===== src/rtl/corePckg.sv =====
// Shared core types: register width and the memory-op bundle
// handed from execute to the load/store RAM port.
package corePckg;

    localparam int cXLEN = 32;

    typedef struct packed {
        logic [cXLEN-1:0] addr;
        logic             read;
        logic             write;
        logic [2:0]       opType;
        logic [cXLEN-1:0] data;
        logic [4:0]       rdAddr;
    } tMemOp;

endpackage


===== src/rtl/mem_op_issue_if.sv =====
// Load/store request handshake from execute into mem_op_issue.
// master = execute side, slave = issue unit.
interface mem_op_issue_if;
    import corePckg::*;

    logic             iValid;
    logic             oReady;
    logic             iIsLoad;
    logic             iIsStore;
    logic [2:0]       iFunct3;
    logic [cXLEN-1:0] iBase;
    logic [cXLEN-1:0] iImm;
    logic [cXLEN-1:0] iStoreData;
    logic [4:0]       iRdAddr;

    modport master (
        output iValid, iIsLoad, iIsStore, iFunct3,
        output iBase, iImm, iStoreData, iRdAddr,
        input  oReady
    );

    modport slave (
        input  iValid, iIsLoad, iIsStore, iFunct3,
        input  iBase, iImm, iStoreData, iRdAddr,
        output oReady
    );

endinterface


===== src/rtl/mem_op_issue.sv =====
// Load/store issue queue: EA + alignment check, FIFO, one tMemOp/cycle.
// MEMOPISSUE_HAZARD_EN builds the load-use hazard tracker.
module mem_op_issue
    import corePckg::*;
#(
    parameter int cDepth   = 4,
    parameter int cLoadLat = 2
)(
    input  logic                   iClk,
    input  logic                   iRst,
    mem_op_issue_if.slave          req,
    input  logic                   iHold,
    input  logic                   iFlush,
    input  logic [4:0]             iChkAddrA,
    input  logic [4:0]             iChkAddrB,
    output logic                   oLoadHazard,
    output logic                   oMisalign,
    output tMemOp                  oMemOp,
    output logic [$clog2(cDepth):0] oCount
);

    localparam int cPtrW = $clog2(cDepth);

    tMemOp            fifo [cDepth];
    logic [cPtrW-1:0] wrPtr;
    logic [cPtrW-1:0] rdPtr;
    logic [cPtrW:0]   count;

    logic [cXLEN-1:0] addr;
    logic             misal;
    logic             accept;
    logic             push;
    logic             pop;
    tMemOp            entry;
    tMemOp            issueOp;

    assign req.oReady = (count < (cPtrW+1)'(cDepth));
    assign oCount     = count;

    always_comb begin
        addr  = req.iBase + req.iImm;
        misal = 1'b0;
        unique case (1'b1)
            (req.iFunct3[1:0] == 2'b10): misal = (addr[1:0] != 2'b00);
            (req.iFunct3[1:0] == 2'b01): misal = addr[0];
            default:                     misal = 1'b0;
        endcase
        accept = req.iValid & req.oReady;
        push   = accept & ~misal & ~iFlush;
        pop    = (count != '0) & ~iHold & ~iFlush;

        entry        = '0;
        entry.addr   = addr;
        entry.read   = req.iIsLoad;
        entry.write  = req.iIsStore;
        entry.opType = req.iFunct3;
        entry.data   = req.iStoreData;
        entry.rdAddr = req.iIsLoad ? req.iRdAddr : 5'd0;

        // Non-issue cycles still carry the head fields; only read/write matter.
        issueOp       = fifo[rdPtr];
        issueOp.read  = pop & fifo[rdPtr].read;
        issueOp.write = pop & fifo[rdPtr].write;
    end

    always_ff @(posedge iClk) begin
        if (!iRst) begin
            for (int i = 0; i < cDepth; i++) begin
                fifo[i] <= '0;
            end
            wrPtr     <= '0;
            rdPtr     <= '0;
            count     <= '0;
            oMemOp    <= '0;
            oMisalign <= 1'b0;
        end else begin
            oMisalign <= accept & misal & ~iFlush;
            oMemOp    <= issueOp;
            if (push) begin
                fifo[wrPtr] <= entry;
            end
            if (iFlush) begin
                wrPtr <= '0;
                rdPtr <= '0;
                count <= '0;
            end else begin
                if (push) wrPtr <= wrPtr + 1'b1;
                if (pop)  rdPtr <= rdPtr + 1'b1;
                unique case ({push, pop})
                    2'b10:   count <= count + 1'b1;
                    2'b01:   count <= count - 1'b1;
                    default: count <= count;
                endcase
            end
        end
    end

`ifdef MEMOPISSUE_HAZARD_EN
    logic [cLoadLat-1:0] trkVld;
    logic [4:0]          trkRd [cLoadLat];

    always_ff @(posedge iClk) begin
        if (!iRst) begin
            trkVld <= '0;
            for (int i = 0; i < cLoadLat; i++) begin
                trkRd[i] <= '0;
            end
        end else begin
            for (int i = cLoadLat - 1; i > 0; i--) begin
                trkVld[i] <= trkVld[i-1];
                trkRd[i]  <= trkRd[i-1];
            end
            trkVld[0] <= issueOp.read;
            trkRd[0]  <= issueOp.rdAddr;
        end
    end

    function automatic logic hit(input logic [4:0] rd);
        return (iChkAddrA != 5'd0 && iChkAddrA == rd) ||
               (iChkAddrB != 5'd0 && iChkAddrB == rd);
    endfunction

    always_comb begin
        logic [cPtrW-1:0] offs;
        offs        = '0;
        oLoadHazard = 1'b0;
        // Slot i is live when its distance from the head is below count.
        for (int i = 0; i < cDepth; i++) begin
            offs = cPtrW'(i) - rdPtr;
            if (({1'b0, offs} < count) && fifo[i].read &&
                hit(fifo[i].rdAddr)) begin
                oLoadHazard = 1'b1;
            end
        end
        for (int i = 0; i < cLoadLat; i++) begin
            if (trkVld[i] && hit(trkRd[i])) begin
                oLoadHazard = 1'b1;
            end
        end
    end
`else
    logic unusedChk;
    assign unusedChk   = ^{iChkAddrA, iChkAddrB};
    assign oLoadHazard = 1'b0;
`endif

    aKind: assert property (@(posedge iClk) disable iff (!iRst)
        req.iValid |-> (req.iIsLoad ^ req.iIsStore));

    aCount: assert property (@(posedge iClk) disable iff (!iRst)
        count <= (cPtrW+1)'(cDepth));

endmodule

===== src/flat_wrapper.sv =====
// flat-port wrapper written by rule: the top's interface ports become plain ports
module mem_op_issue_flat import corePckg::*;
#(
    parameter int cDepth   = 4,
    parameter int cLoadLat = 2
)
  (iClk, iRst, iHold, iFlush, iChkAddrA, iChkAddrB, oLoadHazard, oMisalign, oMemOp, oCount, req_iValid, req_iIsLoad, req_iIsStore, req_iFunct3, req_iBase, req_iImm, req_iStoreData, req_iRdAddr, req_oReady);
  mem_op_issue_if req_i ();
  input  logic iClk;
  input  logic iRst;
  input  logic iHold;
  input  logic iFlush;
  input  logic [4:0] iChkAddrA;
  input  logic [4:0] iChkAddrB;
  output logic oLoadHazard;
  output logic oMisalign;
  output tMemOp oMemOp;
  output logic [$clog2(cDepth):0] oCount;
  input wire logic [$bits(req_i.iValid)-1:0] req_iValid;
  input wire logic [$bits(req_i.iIsLoad)-1:0] req_iIsLoad;
  input wire logic [$bits(req_i.iIsStore)-1:0] req_iIsStore;
  input wire logic [$bits(req_i.iFunct3)-1:0] req_iFunct3;
  input wire logic [$bits(req_i.iBase)-1:0] req_iBase;
  input wire logic [$bits(req_i.iImm)-1:0] req_iImm;
  input wire logic [$bits(req_i.iStoreData)-1:0] req_iStoreData;
  input wire logic [$bits(req_i.iRdAddr)-1:0] req_iRdAddr;
  output wire logic [$bits(req_i.oReady)-1:0] req_oReady;
  assign req_i.iValid = req_iValid;
  assign req_i.iIsLoad = req_iIsLoad;
  assign req_i.iIsStore = req_iIsStore;
  assign req_i.iFunct3 = req_iFunct3;
  assign req_i.iBase = req_iBase;
  assign req_i.iImm = req_iImm;
  assign req_i.iStoreData = req_iStoreData;
  assign req_i.iRdAddr = req_iRdAddr;
  assign req_oReady = req_i.oReady;
  mem_op_issue #(.cDepth(cDepth), .cLoadLat(cLoadLat)) u_core (.iClk(iClk), .iRst(iRst), .req(req_i), .iHold(iHold), .iFlush(iFlush), .iChkAddrA(iChkAddrA), .iChkAddrB(iChkAddrB), .oLoadHazard(oLoadHazard), .oMisalign(oMisalign), .oMemOp(oMemOp), .oCount(oCount));
endmodule

===== config.mk =====
export PLATFORM = sky130hd
export DESIGN_NAME = mem_op_issue_flat
export DESIGN_NICKNAME = d
export VERILOG_FILES = /design/src/rtl/corePckg.sv /design/src/rtl/mem_op_issue_if.sv /design/src/rtl/mem_op_issue.sv /design/src/flat_wrapper.sv
export SDC_FILE = /design/constraint.sdc
export NUM_CORES = 1
export LEC_CHECK = 0
export CORE_UTILIZATION = 45
export DETAILED_ROUTE_END_ITERATION = 6
export GPL_ROUTABILITY_DRIVEN = 0
export PLACE_DENSITY = 0.76
export REMOVE_ABC_BUFFERS = 1
export SLEW_MARGIN = 20
export SYNTH_ARGS = -nofsm -noshare
export SYNTH_HDL_FRONTEND = slang
export SYNTH_SLANG_ARGS = --single-unit

===== constraint.sdc =====
create_clock -name iClk -period 5.5 [get_ports iClk]
set_input_delay 0.55 -clock iClk [delete_from_list [all_inputs] [get_ports iClk]]
set_output_delay 0.55 -clock iClk [all_outputs]
set_load 0.01 [all_outputs]

**Yosys cells after proc, flatten, opt, wreduce, memory -nomap -nowiden**

Memory sizes are Yosys's and may differ from the RTL's. A register that Yosys moved wholly into a read port is not among the register bits.
Cells that the tools add are included.

- Mux-type cells: 12
- Bitwise logic cells: 13
- Equal/unequal tests: 4
- Reductions and logical operators: 5
- Order comparisons: 1
- $add $sub $neg: 5

Operator list:

| cell | count |
|---|---|
| two-way mux 74 bit | 1 |
| OR reduction 74 bit | 1 |
| adder 32 bit | 1 |
| bitwise AND 1 bit | 9 |
| two-way mux 2 bit | 3 |
| case mux 3 bit (2 select lines) | 1 |
| two-way mux 1 bit | 5 |
| two-way mux 5 bit | 1 |
| adder 2 x 1 -> 2 bit, second input constant | 2 |
| == test 2 x 1 -> 1 bit, second input constant | 2 |
| == test 2 bit, second input constant | 2 |
| NOT 1 bit | 4 |
| nonzero test 2 bit | 2 |
| adder 3 x 1 -> 3 bit, second input constant | 1 |
| < comparator 3 bit, second input constant | 1 |
| nonzero test 3 bit | 1 |
| subtractor 3 x 1 -> 3 bit, second input constant | 1 |
| case mux 1 bit (2 select lines) | 1 |
| OR reduction 2 bit | 1 |

- Bits of input ports: 121
- Bits in registers: 82
- Memories: 1
- Output and inout bits: 80
- Memory bits (writable): 296
- Logic and storage cells: 51

Memories:

| name | depth | width | read ports | clocked after Yosys merged registers in | write ports | line | text |
|---|---|---|---|---|---|---|---|
| u_core.fifo | 4 | 74 | 1 | 1 | 4 | mem_op_issue.sv:24 | `tMemOp fifo [cDepth];` |

**Logic depth before layout (Yosys ltp)**

Gate-level depths: netlist (run 1).

- Word-level depth: 11
- Depth in mapped cells: 13
- Mapped depth without buffers: 13

**Least setup slack after synthesis (run 1)**

Ideal clock, no wire load.

- Path kind: input-to-reg
- From: input req_iImm[0]
- To: memory u_core.fifo[0][0] in the netlist's numbering (enable)
- Arrival time: 3.924 ns
- Stages: 10
- Slack: 1.141 ns
- Required time: 5.066 ns
- Path through: ha_1 -> fa_1 -> nand2_1 -> a21oi_1 -> nor3b_2 -> nand2_1 -> or3_1 -> clkbuf_1 -> clkbuf_1 -> nand2_1

RTL lines:

| what | line | text |
|---|---|---|
| start, declared | flat_wrapper.sv:24 | `input wire logic [$bits(req_i.iImm)-1:0] req_iImm;` |
| end, declared | mem_op_issue.sv:24 |  |

==> metrics.txt, run 1 <==
Post-synth EDFFs=296; Setup crit end kind=flip-flop; Hold Vio Cnt, Final=0; Fillers=2927; Fmax achieved=0.287 GHz; PostCTS Resize Cnt=0; Initial DRC Count=approximately 660; CTS tree=done; failing checks=DRC; Yosys reg bits=380; area of the mapped netlist=16400 µm²; nets=1577; max-cap violation count=0; Post-Route WL=~37000 µm; Inserted Clock Buffers=39; WL/cell=about 19 µm; final instance area=20100 µm²; # rows=between 60 and 70; RSZ-0062 raised after global routing=false; Synth area leader=edfxtp_1; WP data arrival=approximately 3700 ps; clock sink count=380; CORE AREA=35700 µm²; Synth area leaders=edfxtp_1 54%, dfxtp_1 10%, mux4_2 10%, nor2_1 5.3%, and2_1 4.4%; initial antenna violation count=1; commonest non-fill, non-tap cell in the layout=edfxtp_1; global-route usage over all layers=20.0%; first-pass GRT wire length=56100 µm; Initial Utilization=46.0%; clock-pin transition on the worst setup and hold timing paths=60 ps; final routed DRC violation total=23; slowest stage cell on the critical path=fa_1; Post-Syn Instances=around 1200; CTS root buf=clkbuf_16; Async S/R FF share, synth=0%; die height=193 µm; GRT overflow=0; # hold bufs at CTS=0; Post-CTS Setup Inserts=0; n_diodes=0; setup TNS=0 ps; Rel. slew slack=between 30% and 40%; maximum net fanout on the critical path=46; Via Count=10200; fin crit period=3480 ps; clock share of power=approximately two fifths; Combinational Power Share=10.4%; peak per-stage delay on the critical path=530 ps; Slew Viols, Final=0; Internal Power=5.01 mW; WS Path Type=input pin to flip-flop; Util after Layout=56.2%; Leak=~7.6 nW; # IOs=201; post-route clock period utilization=63.3%; Seq pwr share=50.5%; Critical Path Start Type=input pin; Fin Clk Skew=7.15 ps; Hold Crit Class=input pin to flip-flop; hpwl dp=22300 µm; Antenna Nets Post-Route=0; Cell Chain, Critical Path=clkdlybuf4s50_1 > ha_1 > fa_1 > nand2_1 > a21oi_1 > or3b_2 > nor2_1 > nand3_1 > nand2_4 > buf_12; mean area per synthesized cell=~13 µm²; clk_lat worst skew=520 ps; die area=between 30000 and 40000 µm²; die width=a little under 200 µm; dpl cell area=between 15000 and 20000 µm²; IO Port Bufs=189; Synth top area share=54.1%; clock buffer depth=3; Synth warnings=0; H-tree depth=2; Max IR drop VDD=0.238 mV; Area Growth Syn to Fin=22.2%; vias in the first global route=10400; Netlist cell types=55; Min Hold Slack=542 ps; switch share=22.7%; status=complete, but fails checks; vias per std cell=5.34; Final setup viols=0; sequential share of the synthesized area=64.3%; cell area power density=between 300 and 400 nW/µm²; worst slew pin tran=1020 ps; P_sw=1.47 mW; Critical Path RT=5690 ps; most frequent cells in the layout=296 x edfxtp_1, 233 x nor2_1, 188 x clkdlybuf4s50_1; share of cells above drive strength 1=a little under an eighth; top_reg_cell synth=edfxtp_1; Initial DRT Pass Iterations=7; largest net degree at the start of global routing=49
[layout make-up]
type	count	area (µm²)	share of cell area, %
Clock inverter	16	148	0.735
Tap cell	461	577	2.87
Timing Repair Buffer	204	2050	10.2
Clock buffer	56	1090	5.43
Inverter	50	188	0.935
Sequential cell	380	10600	52.7
Multi-Input combinational cell	745	5450	27.1
[power groups by stage]
stage | combinational, mW | clock (mW) | sequential, mW
5_1_grt | 0.736 | 2.68 | 3.29
2_1_floorplan | 0.361 | 0 | 3.34
4_1_cts | 0.678 | 2.58 | 3.28
3_5_place_dp | 0.673 | 0 | 3.34
3_3_place_gp | 0.666 | 0 | 3.33
6_report | 0.675 | 2.53 | 3.27
[synth_stat cells, drive strengths merged, types with 3 or more instances]
cell type	instances
a211oi	5
nor2	234
ha	34
nand3	12
nor3	10
and2	115
nand4	5
buf	18
inv	50
a31oi	6
clkbuf	46
nand2b	4
xor2	22
o21ai	25
nor2b	5
o211ai	3
a21oi	43
a21o	11
dfxtp	84
and3	19
mux4	74
xnor2	13
nand2	79
edfxtp	296
[stage by stage]
stage	cells	power (mW)	setup WS, ps
after CTS	1912	6.54	1970
final	1912	6.48	2020
after global placement	1840	3.99	1450
after floorplan	1175	3.71	-103
after global routing	1912	6.71	1860
after detailed placement	1840	4.01	1420
[routing by layer]
layer,up-vias,GRT usage (%),part of all wire [%]
met3,58,3.19,6.4
li1,4789,-,-
met2,349,35.2,50
met5,-,0,0.035
met4,2,5.80,2.3
met1,5017,25.3,41
[final timing paths]
| check | slack [ps] | to | cells past startpoint | start |
|---|---|---|---|---|
| max | 2020 | u_core.fifo[3][73] | 10 | req_iImm[0] |
| min | 540 | u_core.oMemOp[65] | 2 | iRst |
| max reg2reg | 3090 | u_core.fifo[3][73] | 5 | u_core.oCount[2] |
| min reg2reg | 540 | u_core.rdPtr[1] | 2 | u_core.rdPtr[1] |
[critical path: cells and delay by family]
| family | cells | cell delay (ps) |
|---|---|---|
| buf+inv | 2 | 770 |
| simple gates | 5 | 1390 |
| fa+ha+maj | 2 | 760 |
| compound gates | 1 | 150 |
[sequential cells by signal (all words and copies together), names as in the netlist, named ones only]
register and cells:
u_core.oCount 3, u_core.oMisalign 1, u_core.fifo 296, u_core.wrPtr 2, u_core.rdPtr 2, u_core.oMemOp 74
[cell families after synthesis]
| kind of cell | Yosys count | share of synthesized area (%) |
|---|---|---|
| compound gates | 109 | 4.20 |
| flops | 380 | 64.3 |
| fa+ha+maj | 36 | 2.83 |
| simple gates | 490 | 13.8 |
| buf+inv | 114 | 2.82 |
| other cells | 1 | 0.0228 |
| mux | 74 | 10.1 |
| xor+xnor | 35 | 1.86 |
Note: power is estimated with default switching activity, not from simulation.
==> run 2, diff against run 1 <==
==> constraint.sdc (replaced) <==
create_clock -name iClk -period 3.38 [get_ports iClk]
set_input_delay 0.338 -clock iClk [delete_from_list [all_inputs] [get_ports iClk]]
set_output_delay 0.338 -clock iClk [all_outputs]
set_load 0.01 [all_outputs]
==> run 2 against run 1 <==
Against the previous run:
- the run still ends with DRC left
- critical path depth increased by 4
- non-clock buffer count increased by 30
- global-route usage increased by 0.48 points
- clock skew increased by 10 ps
- critical endpoint is now u_core.oCount[2]
- largest power group unchanged
==> metrics.txt, run 2 (synthesis results as in run 1) <==
global-route usage over all layers=around a fifth; WL/cell=19.2 µm; placed insts=1870; maximum net fanout on the critical path=3; most frequent cells in the layout=296 x edfxtp_1, 233 x nor2_1, 188 x clkdlybuf4s50_1; Leak=7.78 nW; # IOs=201; GRT overflow=0; final routed DRC violation total=34; Initial DRT Pass Iterations=7; Reg2Reg Setup Slack=1230 ps; Initial Utilization=46.0%; Seq pwr share=approximately half; Hold Crit Class=input pin to flip-flop; worst slew pin tran=approximately 1000 ps; die height=193 µm; CTS root buf=clkbuf_16; Worst Setup SP=req_iImm[0]; slowest stage cell on the critical path=fa_1; Hold Vio Cnt, Final=0; Max IR drop VDD=around 0.32 mV; die width=193 µm; WP data arrival=between 3000 and 4000 ps; total power=10.5 mW; switch share=between 20% and 30%; H-tree depth=2; CTS tree=done; Internal Power=8.07 mW; Critical Path Start Type=input pin; Post-CTS Setup Inserts=0; setup TNS=0 ps; share of cells above drive strength 1=13.0%; # hold bufs at CTS=0; first-pass GRT wire length=58100 µm; cell area power density=514 nW/µm²; Area Growth Syn to Fin=24.2%; Cell Chain, Critical Path=clkdlybuf4s50_1 > ha_1 > fa_1 > nand2_1 > a21oi_1 > or3b_2 > nor2_1 > inv_1 > ha_1 > inv_1 > fa_1 > xor2_1 > or3_1 > a21oi_1; clock share of power=around two fifths; largest net degree at the start of global routing=77; Critical Path RT=approximately 3800 ps; # rows=~70; initial antenna violation count=0; Min Hold Slack=427 ps; failing checks=DRC; Fin Clk Skew=17.2 ps; vias per std cell=5.40; Antenna Nets Post-Route=0; fin crit period=roughly 3000 ps; WS Path Type=input pin to flip-flop; die area=37300 µm²; Largest register FFs=296; post-route clock period utilization=89.8%; clk_lat worst skew=520 ps; Combinational Power Share=11.0%; PostCTS Resize Cnt=0; Via Count=10500; Slew Viols, Final=0; clock sink count=380; clock-pin transition on the worst setup and hold timing paths=60 ps; vias in the first global route=10800; max-cap violation count=0; Reg2Reg Depth=9; most flop-heavy register=u_core.fifo; Rel. slew slack=32.1%; peak per-stage delay on the critical path=590 ps; Fillers=roughly 2900; Fmax achieved=0.329 GHz; Non-Filler Instances=between 1500 and 2000; clock buffer depth=3; Post-Route WL=roughly 37000 µm; P_sw=2.42 mW; Inserted Clock Buffers=40; RSZ-0062 raised after global routing=false; Setup crit end kind=flip-flop; Initial DRC Count=788; Util after Layout=57.1%; status=complete, but fails checks; CORE AREA=35700 µm²; worst r2r dst=u_core.oCount[2]; Final setup viols=0; hpwl dp=24000 µm; nets=1608; IO Port Bufs=189; Critical Path Sink=u_core.oCount[2]; commonest non-fill, non-tap cell in the layout=edfxtp_1; worst r2r src=u_core.oCount[2]
==> run 2: cell types whose count changed in the layout (fill, tap and decap cells not counted), sizes merged <==
cell	delta
buf	+30
clkinv	-2
diode	+1
bufinv	-2
inv	+1
clkbuf	+2
==> run 2: worst min path at each step <==
stage	from	end	slack (ps)	depth (start not counted)
6_report	iRst	u_core.oMemOp[40]	430	3
5_1_grt	iRst	u_core.oMemOp[41]	420	3
2_1_floorplan	iRst	u_core.oMemOp[0]	460	1
3_5_place_dp	u_core.rdPtr[1]	flip-flop	520	2
4_1_cts	iRst	u_core.oMemOp[41]	410	3
3_3_place_gp	u_core.rdPtr[1]	flip-flop	500	2
==> run 2: power groups by stage <==
stage          combinational, mW  sequential, mW  clock (mW)
2_1_floorplan              0.588            5.44           0
3_3_place_gp                1.14            5.41           0
3_5_place_dp                1.16            5.43           0
4_1_cts                     1.16            5.33        4.08
5_1_grt                     1.26            5.35        4.25
6_report                    1.16            5.33        4.01
==> run 2: cell type report <==
class,instances,area (µm²),share of cell area [%]
Tap cell,461,577,2.82
Sequential cell,380,10600,51.8
Antenna cell,1,2.50,0.0123
Inverter,50,188,0.919
Clock inverter,13,81.3,0.398
Timing Repair Buffer,234,2440,11.9
Clock buffer,58,1110,5.43
Multi-Input combinational cell,745,5450,26.7
==> run 2: metrics by stage <==
stage / area [µm²] / worst slack [ps]
after floorplan: 16200 / -2010
after global placement: 19200 / -130
after detailed placement: 19200 / -228
after CTS: 20400 / 306
after global routing: 20400 / 191
final: 20400 / 344
==> run 2: metal layers <==
metal | GRT usage [%] | share of wire (%) | vias up
li1 | - | - | 4849
met1 | 26.3 | 40 | 5169
met2 | 35.9 | 50 | 394
met3 | 3.22 | 7.3 | 68
met4 | 5.56 | 2.1 | 0
met5 | 0 | 0 | -
==> run 2: worst max-delay path, delay by kind of cell <==
| kind | cells | cell delay, ps |
|---|---|---|
| xor gates and xnor gates | 1 | 160 |
| and+or+nand+nor | 4 | 640 |
| AOI/OAI and AO/OA | 2 | 440 |
| buffers and inverters | 3 | 520 |
| adders and majority gates | 4 | 1360 |
==> run 3, diff against run 2 <==
--- a/config.mk
+++ b/config.mk
@@ -10,7 +10,7 @@
 export GPL_ROUTABILITY_DRIVEN = 0
 export PLACE_DENSITY = 0.76
 export REMOVE_ABC_BUFFERS = 1
-export SLEW_MARGIN = 20
+export SLEW_MARGIN = 25
 export SYNTH_ARGS = -nofsm -noshare
 export SYNTH_HDL_FRONTEND = slang
 export SYNTH_SLANG_ARGS = --single-unit
==> results of run 3 <==
The final DEF is identical to that of run 2; final timing and power are the same.
